<file path="config.mk">
export PLATFORM = sky130hd
export DESIGN_NAME = pc_gen
export DESIGN_NICKNAME = d
export VERILOG_FILES = /design/src/rtl/pc_pkg.sv /design/src/rtl/ras_stack.sv /design/src/rtl/pc_gen.sv
export SDC_FILE = /design/constraint.sdc
export NUM_CORES = 1
export LEC_CHECK = 0
export BUFFER_PORTS_ARGS = -buffer_cell sky130_fd_sc_hd__buf_2
export CORE_MARGIN = 10
export CORE_UTILIZATION = 54
export CTS_BUF_LIST = sky130_fd_sc_hd__clkbuf_2 sky130_fd_sc_hd__clkbuf_4 sky130_fd_sc_hd__clkbuf_8
export CTS_CLUSTER_DIAMETER = 60
export CTS_CLUSTER_SIZE = 10
export DETAILED_ROUTE_END_ITERATION = 8
export GPL_TIMING_DRIVEN = 0
export PLACE_DENSITY = 0.86
export SKIP_LAST_GASP = 1
export SYNTH_ARGS = -nofsm -noshare
export SYNTH_HDL_FRONTEND = slang
export SYNTH_HIERARCHICAL = 1
export SYNTH_SLANG_ARGS = --single-unit
</file>
<file path="constraint.sdc">
create_clock -name clk -period 3.34 [get_ports clk]
set_clock_uncertainty 0.05 [all_clocks]
set_input_delay 0 -clock clk [delete_from_list [all_inputs] [get_ports clk]]
set_output_delay 0 -clock clk [all_outputs]
set_load 0.005 [all_outputs]
</file>
<file path="src/rtl/pc_pkg.sv">
// pc_pkg: shared defaults and next-PC source encoding for the fetch-stage PC generator.
package pc_pkg;
    localparam int XLEN_DEF = 32;
    localparam logic [31:0] RESET_PC_DEF = 32'h0100_0000;
    typedef enum logic [1:0] {NPC_SEQ, NPC_RET, NPC_REDIR, NPC_TRAP} npc_sel_e;
endpackage

</file>
<file path="src/rtl/ras_stack.sv">
// ras_stack: circular return-address stack; a push when full overwrites the oldest entry.
module ras_stack #(
    parameter int XLEN      = 32,
    parameter int RAS_DEPTH = 4
) (
    input  logic                           clk,
    input  logic                           reset,
    input  logic                           push,
    input  logic                           pop,
    input  logic                           clear,
    input  logic [XLEN-1:0]                push_data,
    output logic [XLEN-1:0]                top,
    output logic [$clog2(RAS_DEPTH+1)-1:0] count
);
    localparam int PW = $clog2(RAS_DEPTH);
    localparam int CW = $clog2(RAS_DEPTH+1);
    logic [XLEN-1:0] mem [RAS_DEPTH];
    logic [PW-1:0] wptr, tptr, nptr;
    logic do_pop;
    always_comb begin
        tptr   = wptr == '0 ? PW'(RAS_DEPTH-1) : wptr - PW'(1);
        nptr   = wptr == PW'(RAS_DEPTH-1) ? '0 : wptr + PW'(1);
        do_pop = pop && count != '0;
        top    = count != '0 ? mem[tptr] : '0;
    end
    // Push+pop replaces the top in place, so pointer and count stay put.
    always_ff @(posedge clk or negedge reset) begin
        if (!reset) begin
            wptr  <= '0;
            count <= '0;
            for (int i = 0; i < RAS_DEPTH; i++) mem[i] <= '0;
        end else if (clear) begin
            wptr  <= '0;
            count <= '0;
        end else if (push && do_pop) begin
            mem[tptr] <= push_data;
        end else if (push) begin
            mem[wptr] <= push_data;
            wptr      <= nptr;
            count     <= count == CW'(RAS_DEPTH) ? count : count + CW'(1);
        end else if (do_pop) begin
            wptr  <= tptr;
            count <= count - CW'(1);
        end
    end
endmodule

</file>
<file path="src/rtl/pc_gen.sv">
// pc_gen: RV32I fetch PC register with trap/redirect/RAS/sequential next-PC priority.
module pc_gen
    import pc_pkg::*;
#(
    parameter int               XLEN       = XLEN_DEF,
    parameter logic [XLEN-1:0]  RESET_PC   = RESET_PC_DEF,
    parameter int               INST_BYTES = 4,
    parameter int               RAS_DEPTH  = 4
) (
    input  logic                           clk,
    input  logic                           reset,
    input  logic                           enable,
    input  logic                           trap_valid,
    input  logic [XLEN-1:0]                trap_target,
    input  logic                           redirect_valid,
    input  logic [XLEN-1:0]                redirect_target,
    input  logic                           call_push,
    input  logic                           ret_pop,
    output logic [XLEN-1:0]                current_pc,
    output logic [XLEN-1:0]                pc_plus_inc,
    output logic [XLEN-1:0]                ras_top,
    output logic [$clog2(RAS_DEPTH+1)-1:0] ras_count,
    output logic                           misaligned,
    output logic [XLEN-1:0]                bad_addr
);
    npc_sel_e sel;
    logic mis, rej, load, push, pop;
    logic [XLEN-1:0] next_pc;
    always_comb begin
        pc_plus_inc = current_pc + XLEN'(INST_BYTES);
        mis  = |(redirect_target & XLEN'(INST_BYTES-1));
        sel  = trap_valid ? NPC_TRAP :
               redirect_valid ? NPC_REDIR :
               (ret_pop && ras_count != '0) ? NPC_RET : NPC_SEQ;
        rej  = !trap_valid && enable && redirect_valid && mis;
        load = trap_valid || (enable && !rej);
        push = call_push && enable && !trap_valid;
        pop  = enable && sel == NPC_RET;
        next_pc = sel == NPC_TRAP  ? trap_target :
                  sel == NPC_REDIR ? redirect_target :
                  sel == NPC_RET   ? ras_top : pc_plus_inc;
    end
    always_ff @(posedge clk or negedge reset) begin
        if (!reset) begin
            current_pc <= RESET_PC;
            misaligned <= 1'b0;
            bad_addr   <= '0;
        end else begin
            if (load) current_pc <= next_pc;
            misaligned <= rej;
            if (rej) bad_addr <= redirect_target;
        end
    end
    ras_stack #(.XLEN(XLEN), .RAS_DEPTH(RAS_DEPTH)) u_ras (
        .clk       (clk),
        .reset     (reset),
        .push      (push),
        .pop       (pop),
        .clear     (trap_valid),
        .push_data (pc_plus_inc),
        .top       (ras_top),
        .count     (ras_count)
    );
endmodule

</file>
==> results of run 1 <==
## timing repair
item,CTS,global route
setup endpoints to repair,7,12
cloned,0,0
endpoints found under the hold margin,145,0
resized for setup,2,11
pin swaps,0,1
hold buffers,69,0
## final cells by class
type / instances / area (um2) / share of cell area [%]
antenna: 2 / 5.005 / 0.03748
sequential: 198 / 4957 / 37.12
clock inverter: 13 / 113.9 / 0.8526
inverter: 10 / 37.54 / 0.2811
multi-input combinational: 551 / 5548 / 41.54
tap: 265 / 331.6 / 2.483
clock buffer: 19 / 255.2 / 1.911
timing repair buffer: 271 / 1734 / 12.99
buffer: 57 / 371.6 / 2.783
## critical path, cell delays in order, from the launching register on
cell      delay [ps]
dfrtp_2          420
inv_1             90
ha_1             290
nor2b_1          180
clkbuf_4         250
buf_8            210
mux4_2           530
nor2b_1          160
a222oi_1         510
o41ai_1          180
a22o_1           280
## cells by family after synthesis
group | Yosys count | synth area share [%]
muxes | 195 | 27.62
xor gates and xnor gates | 30 | 2.417
buffers and inverters | 68 | 3.521
DFF | 198 | 45.58
and+or+nand+nor | 178 | 9.436
adders and majority gates | 6 | 0.7595
AOI/OAI and AO/OA | 142 | 10.67
## cell usage after synthesis (all sizes together), types with 3 or more instances
cell,count,area (um2)
clkbuf,27,102.6
a211oi,4,30.03
buf,31,242.7
nor3,10,50.05
ha,5,62.56
mux2,160,2252
xor2,10,87.58
o22ai,4,25.02
a222oi,12,120.1
o31a,3,26.28
nand2b,6,37.54
a22oi,4,30.03
a31oi,8,50.05
and4,4,35.03
dfrtp,197,4930
nand4,10,68.81
o21ai,28,140.1
nor2,17,63.81
inv,10,37.54
or2,3,18.77
and3,8,51.30
a21oi,13,65.06
o211a,3,30.03
o221ai,4,105.1
a221oi,6,52.55
o41ai,4,35.03
o311ai,4,35.03
and2,4,25.02
o31ai,4,48.79
a22o,9,78.83
a221o,7,70.07
xnor2,20,175.2
nand2,38,142.6
nor4,7,71.31
nand3,24,150.1
o211ai,4,30.03
mux2i,3,30.03
nor2b,36,225.2
mux4,32,720.7
## per-layer routing
metal  vias up  GRT usage [%]  part of all wire, %
met4         0          14.10                  5.0
li1       3661              -                    -
met2       582          43.04                   47
met3       148          8.595                   10
met1      4508          32.41                   38
met5         -              0                    0
## power groups by stage
stage	clock network, uW	logic (uW)	registers (uW)
3_3_place_gp	0	1230	2980
5_1_grt	1590	1460	3030
6_report	1510	1370	3000
4_1_cts	1500	1350	2980
2_1_floorplan	0	736	2970
3_5_place_dp	0	1270	3020
## stage by stage
step | setup TNS, ps | total power (uW) | cell area (um2) | utilization [%]
global route | -73.97 | 6076 | 13350 | 67.95
CTS | -24.70 | 5823 | 13320 | 67.75
detailed placement | -18190 | 4291 | 12250 | 62.34
floorplan | 0 | 3701 | 10870 | -
finish | 0 | 5878 | 13350 | 67.95
global placement | -219300 | 4216 | 12210 | 62.13
## sequential cells by signal, summed over array words and instances (netlist names)
| name | cells |
|---|---|
| current_pc | 32 |
| u_ras/wptr | 2 |
| bad_addr | 32 |
| u_ras/mem | 128 |
| misaligned | 1 |
| u_ras/count | 3 |
## final timing paths
check,startpoint,end,slack (ps),depth (start not counted)
max in group asynchronous,reset,u_ras/mem[86],2210,3
min,reset,u_ras/mem[40],8,2
min reg2reg,bad_addr[0],bad_addr[0],440,2
max,u_ras/wptr[0],current_pc[16],40,10
min in group clk,ret_pop,current_pc[6],80,4
max reg2reg,u_ras/wptr[0],current_pc[16],40,10
==> impl_metrics.tcl, run 1 <==
set metrics [dict create \
    outcome "finished, violations left" \
    violations "capacitance limit, slew limit" \
    period_share_pct 98.85 \
    die_x_um 161.9 \
    htreeDepth 4 \
    first_pass_iters 8 \
    switchingPower_uw 1867 \
    grt_use_total_pct 27.09 \
    final_max_slew_viol_count 9 \
    grt_pass1_vias 9318 \
    cp.arrival_ps 3630 \
    leakagePower_uw 0.006443 \
    yosysWarnings 6 \
    grt_pass1_wl_um 55030 \
    post_drt_wl_per_cell_um 26.27 \
    path_max_fanout 10 \
    min_period_ps 3302 \
    clkTransAtPathRegs_ps 100 \
    finalHoldViolCount 0 \
    clkLatencyLatePin_ps 510 \
    port_buffers 201 \
    cts_max_path_buffers 2 \
    dpl.hpwl_um 24670 \
    clock.fmax_ghz 0.3029 \
    syn_avg_cell_area_um2 13.31 \
    seq_area_frac_synth_pct 45.58 \
    synth_cell_types 77 \
    dieArea_um2 26210 \
    synth-seq-cells 198 \
    drive_gt1_share_pct 43.07 \
    postRouteWirelength_um 36420 \
    post-cts-setup-buffers 0 \
    cts_made_buffers 17 \
    worstSetupEndpointType "register" \
    final_cells 1386 \
    min_path_type "input pin to async pin" \
    ys.flop_type "dfrtp_1" \
    drt_iter0_drc 1278 \
    fillers 1373 \
    async_flop_share_pct 100.0 \
    hold_slack_ps 8.440 \
    io_pins 203 \
    setup_viol 0 \
    start_kind "register" \
    dr_total_vias 8899 \
    combPwrFrac_pct 23.3 \
    fin_nets 1183 \
    synth_edf_count 0 \
    cap_viol_max_count 1 \
    area_growth_pct 22.82 \
    final_cell_mix "209 x buf_2, 196 x dfrtp_1, 120 x mux2_4, 69 x dlygate4sd3_1, 40 x mux2_2" \
    place_congestion 0.9476 \
    viasPerCell 6.421 \
    start_util_pct 55.32 \
    ant_nets 0 \
    power_frac_clock_pct 25.7 \
    placed_cells 1284 \
    critPathRequiredTime_ps 3670 \
    cts.sinks 198 \
    pwr-share-seq_pct 51.0 \
    cts_root_buf "clkbuf_8" \
    pre_cts_ws_ps -182.2 \
    die_h_um 161.9 \
    netlist_area_um2 10870 \
    grt_overflow 0 \
    power_density_nw_per_um2 440.1 \
    drc 0 \
    fin_ws_ps 38.27 \
    worst_pin_slew_ps 1506 \
    ir_drop_mv 0.2878 \
    grt_max_degree 123 \
    grt_antenna_before_repair 2 \
    synth_nets 894 \
    final_common_cell "buf_2" \
    syn_inst 817 \
    internal_power_uw 4011 \
    relSlewSlack_pct -1.164 \
    rows 51 \
    criticalPathCategory "register to register" \
    cts_tree "done" \
    swShare_pct 31.76 \
    core-area_um2 19650 \
]
No activity file was read; power rests on OpenSTA's default activity.
==> run 2, diff against run 1 <==
--- a/config.mk
+++ b/config.mk
@@ -5,15 +5,16 @@
 export SDC_FILE = /design/constraint.sdc
 export NUM_CORES = 1
 export LEC_CHECK = 0
+export ABC_AREA = 1
 export BUFFER_PORTS_ARGS = -buffer_cell sky130_fd_sc_hd__buf_2
 export CORE_MARGIN = 10
-export CORE_UTILIZATION = 54
+export CORE_UTILIZATION = 45
 export CTS_BUF_LIST = sky130_fd_sc_hd__clkbuf_2 sky130_fd_sc_hd__clkbuf_4 sky130_fd_sc_hd__clkbuf_8
 export CTS_CLUSTER_DIAMETER = 60
 export CTS_CLUSTER_SIZE = 10
 export DETAILED_ROUTE_END_ITERATION = 8
 export GPL_TIMING_DRIVEN = 0
-export PLACE_DENSITY = 0.86
+export PLACE_DENSITY = 0.75
 export SKIP_LAST_GASP = 1
 export SYNTH_ARGS = -nofsm -noshare
 export SYNTH_HDL_FRONTEND = slang
==> run 2 against run 1 <==
- the run now ends clean
- sequential share of layout area down 0.90 points
- global-route usage down 0.82 points
- clock power up 14%
- largest power group unchanged
==> impl_metrics.tcl, run 2 <==
set metrics [dict create \
    rr_startpoint "u_ras/wptr[0]" \
    syn_avg_cell_area_um2 7.303 \
    r2r_cells 11 \
    regMostFlops "u_ras/mem" \
    synth_nets 1593 \
    synthMuxAreaShare_pct 0 \
    largest_register_ffs 128 \
    die_x_um 176.9 \
    rr_endpoint "current_pc[5]" \
    netlist_top_cells_count "474 x nand2_1, 211 x nor2_1, 197 x dfrtp_1" \
    wl_met1_um 16740 \
    cts_made_buffers 17 \
    start_kind "register" \
    post_drt_wl_per_cell_um 19.57 \
    ant_nets 0 \
    synth_xor_area_share_pct 0.7797 \
    cts_max_path_buffers 2 \
    yosysMostFrequentCell "nand2_1" \
    synth_top_area_cell "dfrtp_1" \
    r2r_slack_ps 160 \
    dieArea_um2 31280 \
    ys.flop_type "dfrtp_1" \
    worst_pin_slew_ps 792.4 \
    place_congestion 0.9780 \
    cap_viol_max_count 0 \
    ir_drop_mv 0.4634 \
    fillers 2269 \
    synth_compound_area_share_pct 10.87 \
    cts_resized 0 \
    power.total_uw 9021 \
    criticalPathCategory "register to register" \
    grt_overflow 0 \
    cp.arrival_ps 3520 \
    grt_pass1_vias 11390 \
    dpl.hpwl_um 30780 \
    setup_viol 0 \
    dr_total_vias 11980 \
    power_frac_clock_pct 19.1 \
    synth_top_family_by_area "simple AND/OR/NAND/NOR gates" \
    fin_nets 1886 \
    drc 0 \
    path_max_fanout 10 \
    switchingPower_uw 3852 \
    grt_use_total_pct 26.27 \
    cts_tree "done" \
    hold_slack_ps 14.15 \
    die_h_um 176.9 \
    final_cells 2151 \
    synth-simple-area-share_pct 34.63 \
    outcome "finished clean" \
    internal_power_uw 5169 \
    swShare_pct 42.70 \
    drt_iter0_drc 1648 \
    io_pins 203 \
    synth_edf_count 0 \
    top_layer_used "met4" \
    worstSetupEndpointType "register" \
    async_flop_share_pct 100.0 \
    clkTransAtPathRegs_ps 110 \
    postRouteWirelength_um 42090 \
    period_share_pct 95.35 \
    syn_inst 1516 \
    leakagePower_uw 0.007303 \
    final_common_cell "nand2_1" \
    final_max_slew_viol_count 0 \
    power_density_nw_per_um2 659.4 \
    synthAdderAreaFrac_pct 0.7458 \
    first_pass_iters 6 \
    start_util_pct 45.66 \
    critPathRequiredTime_ps 3670 \
    htreeDepth 4 \
    placed_cells 2043 \
    grt_antenna_before_repair 3 \
    grt_pass1_wl_um 64870 \
    combPwrFrac_pct 40.2 \
    synth_top_cells_by_area "dfrtp_1 45%, nand2_1 16%, nand3_1 7.3%, nor2_1 7.2%, o21ai_0 5.7%" \
    clock.fmax_ghz 0.3140 \
    dr_wl_met3_um 4523 \
    port_buffers 202 \
    area_growth_pct 23.56 \
    rsz0062_at_grt "false" \
    route.met2.wl_um 19440 \
    rows 57 \
    cts_root_buf "clkbuf_8" \
    core-area_um2 24250 \
    min_period_ps 3185 \
    synth-seq-cells 198 \
    yosysWarnings 6 \
    grt_max_degree 119 \
    largestRegisters "u_ras/mem: 128 flops, bad_addr: 32 flops, current_pc: 32 flops" \
    cts.sinks 198 \
    relSlewSlack_pct 46.79 \
    drive_gt1_share_pct 18.77 \
    final_cell_mix "474 x nand2_1, 220 x buf_2, 211 x nor2_1, 197 x dfrtp_1, 162 x nand3_1" \
    synth_cell_types 41 \
    netlist.area_leader.share_pct 44.52 \
    viasPerCell 5.570 \
    seq_area_frac_synth_pct 44.76 \
    netlist_area_um2 11070 \
    clkLatencyLatePin_ps 490 \
    min_path_type "input pin to async pin" \
    pwr-share-seq_pct 40.7 \
    finalHoldViolCount 0 \
]
[run 2: cell count changes after synthesis, sizes merged, moves of 29 or more]
cell and change:
nand2 +452, nor2 +206, mux2 -160, nand3 +146, o21ai +103, inv +84
a21oi +51, nor2b -36, mux4 -32, buf +29
[run 2: cell type report]
type | instances | area [um2] | share of cell area, %
Antenna cell | 5 | 12.51 | 0.09146
Buffer | 85 | 545.5 | 3.988
Clock buffer | 17 | 234.0 | 1.710
Clock inverter | 15 | 197.7 | 1.445
Inverter | 96 | 364.1 | 2.661
Multi-Input combinational cell | 1137 | 5206 | 38.06
Sequential cell | 198 | 4956 | 36.23
Tap cell | 324 | 405.4 | 2.963
Timing Repair Buffer | 274 | 1759 | 12.86
[run 2: how the worst max path moves through the flow]
stage                               from            end  slack [ps]  depth (start not counted)
after global placement             reset   bad_addr[28]       -1190                          1
final                      u_ras/wptr[0]  current_pc[5]         160                         11
after detailed placement  u_ras/count[2]  u_ras/mem[36]         480                         12
after global routing       u_ras/wptr[0]  current_pc[5]          30                         11
after floorplan           u_ras/count[2]  u_ras/mem[38]        1170                         12
after CTS                  u_ras/wptr[0]  current_pc[5]         250                         11
[run 2: cell families (layout without fill, tap and decap cells)]
logic type                 after synthesis  in the layout
and+or+nand+nor                        897            897
AOI/OAI and AO/OA                      225            225
DFF                                    198            198
buffers and inverters                  181            487
xor gates and xnor gates                 9              9
adders and majority gates                6              6
other                                    0              5
[run 2: power groups by stage]
stage               sequential (uW)  clock [uW]  combinational, uW
floorplan                      3580           0               2070
global placement               3660           0               3390
detailed placement             3690           0               3470
CTS                            3650        1750               3540
global route                   3760        1840               3990
finish                         3670        1720               3630
[run 2: repair_timing]
| action | CTS | global route |
|---|---|---|
| hold endpoints to repair | 150 | 0 |
| setup buffers | 0 | 0 |
| hold buffers | 71 | 0 |
| endpoints found under the setup margin | 0 | 0 |
[run 2: critical path, stage by stage, from the launching register on]
cell and delay [ps]:
dfrtp_1 420, inv_1 180, ha_1 260, buf_2 190
inv_1 170, buf_1 480, nor2_1 90, o21ai_0 130
a21oi_1 180, o21ai_0 270, a21oi_1 100, dlygate4sd3_1 550
[run 2: per-layer routing]
metal	global-route usage (%)	vias up
met5	0	-
met4	9.142	0
met3	6.678	116
met2	42.14	729
met1	33.77	5677
li1	-	5458
[run 2: through the flow]
step	TNS, ps	utilization [%]	instance area (um2)	setup WS [ps]
5_1_grt	0	56.40	13680	33.03
3_5_place_dp	0	51.66	12530	482.4
4_1_cts	0	56.37	13670	252.9
3_3_place_gp	-230030	51.50	12490	-1191
6_report	0	56.42	13680	155.3
2_1_floorplan	0	-	11070	1167
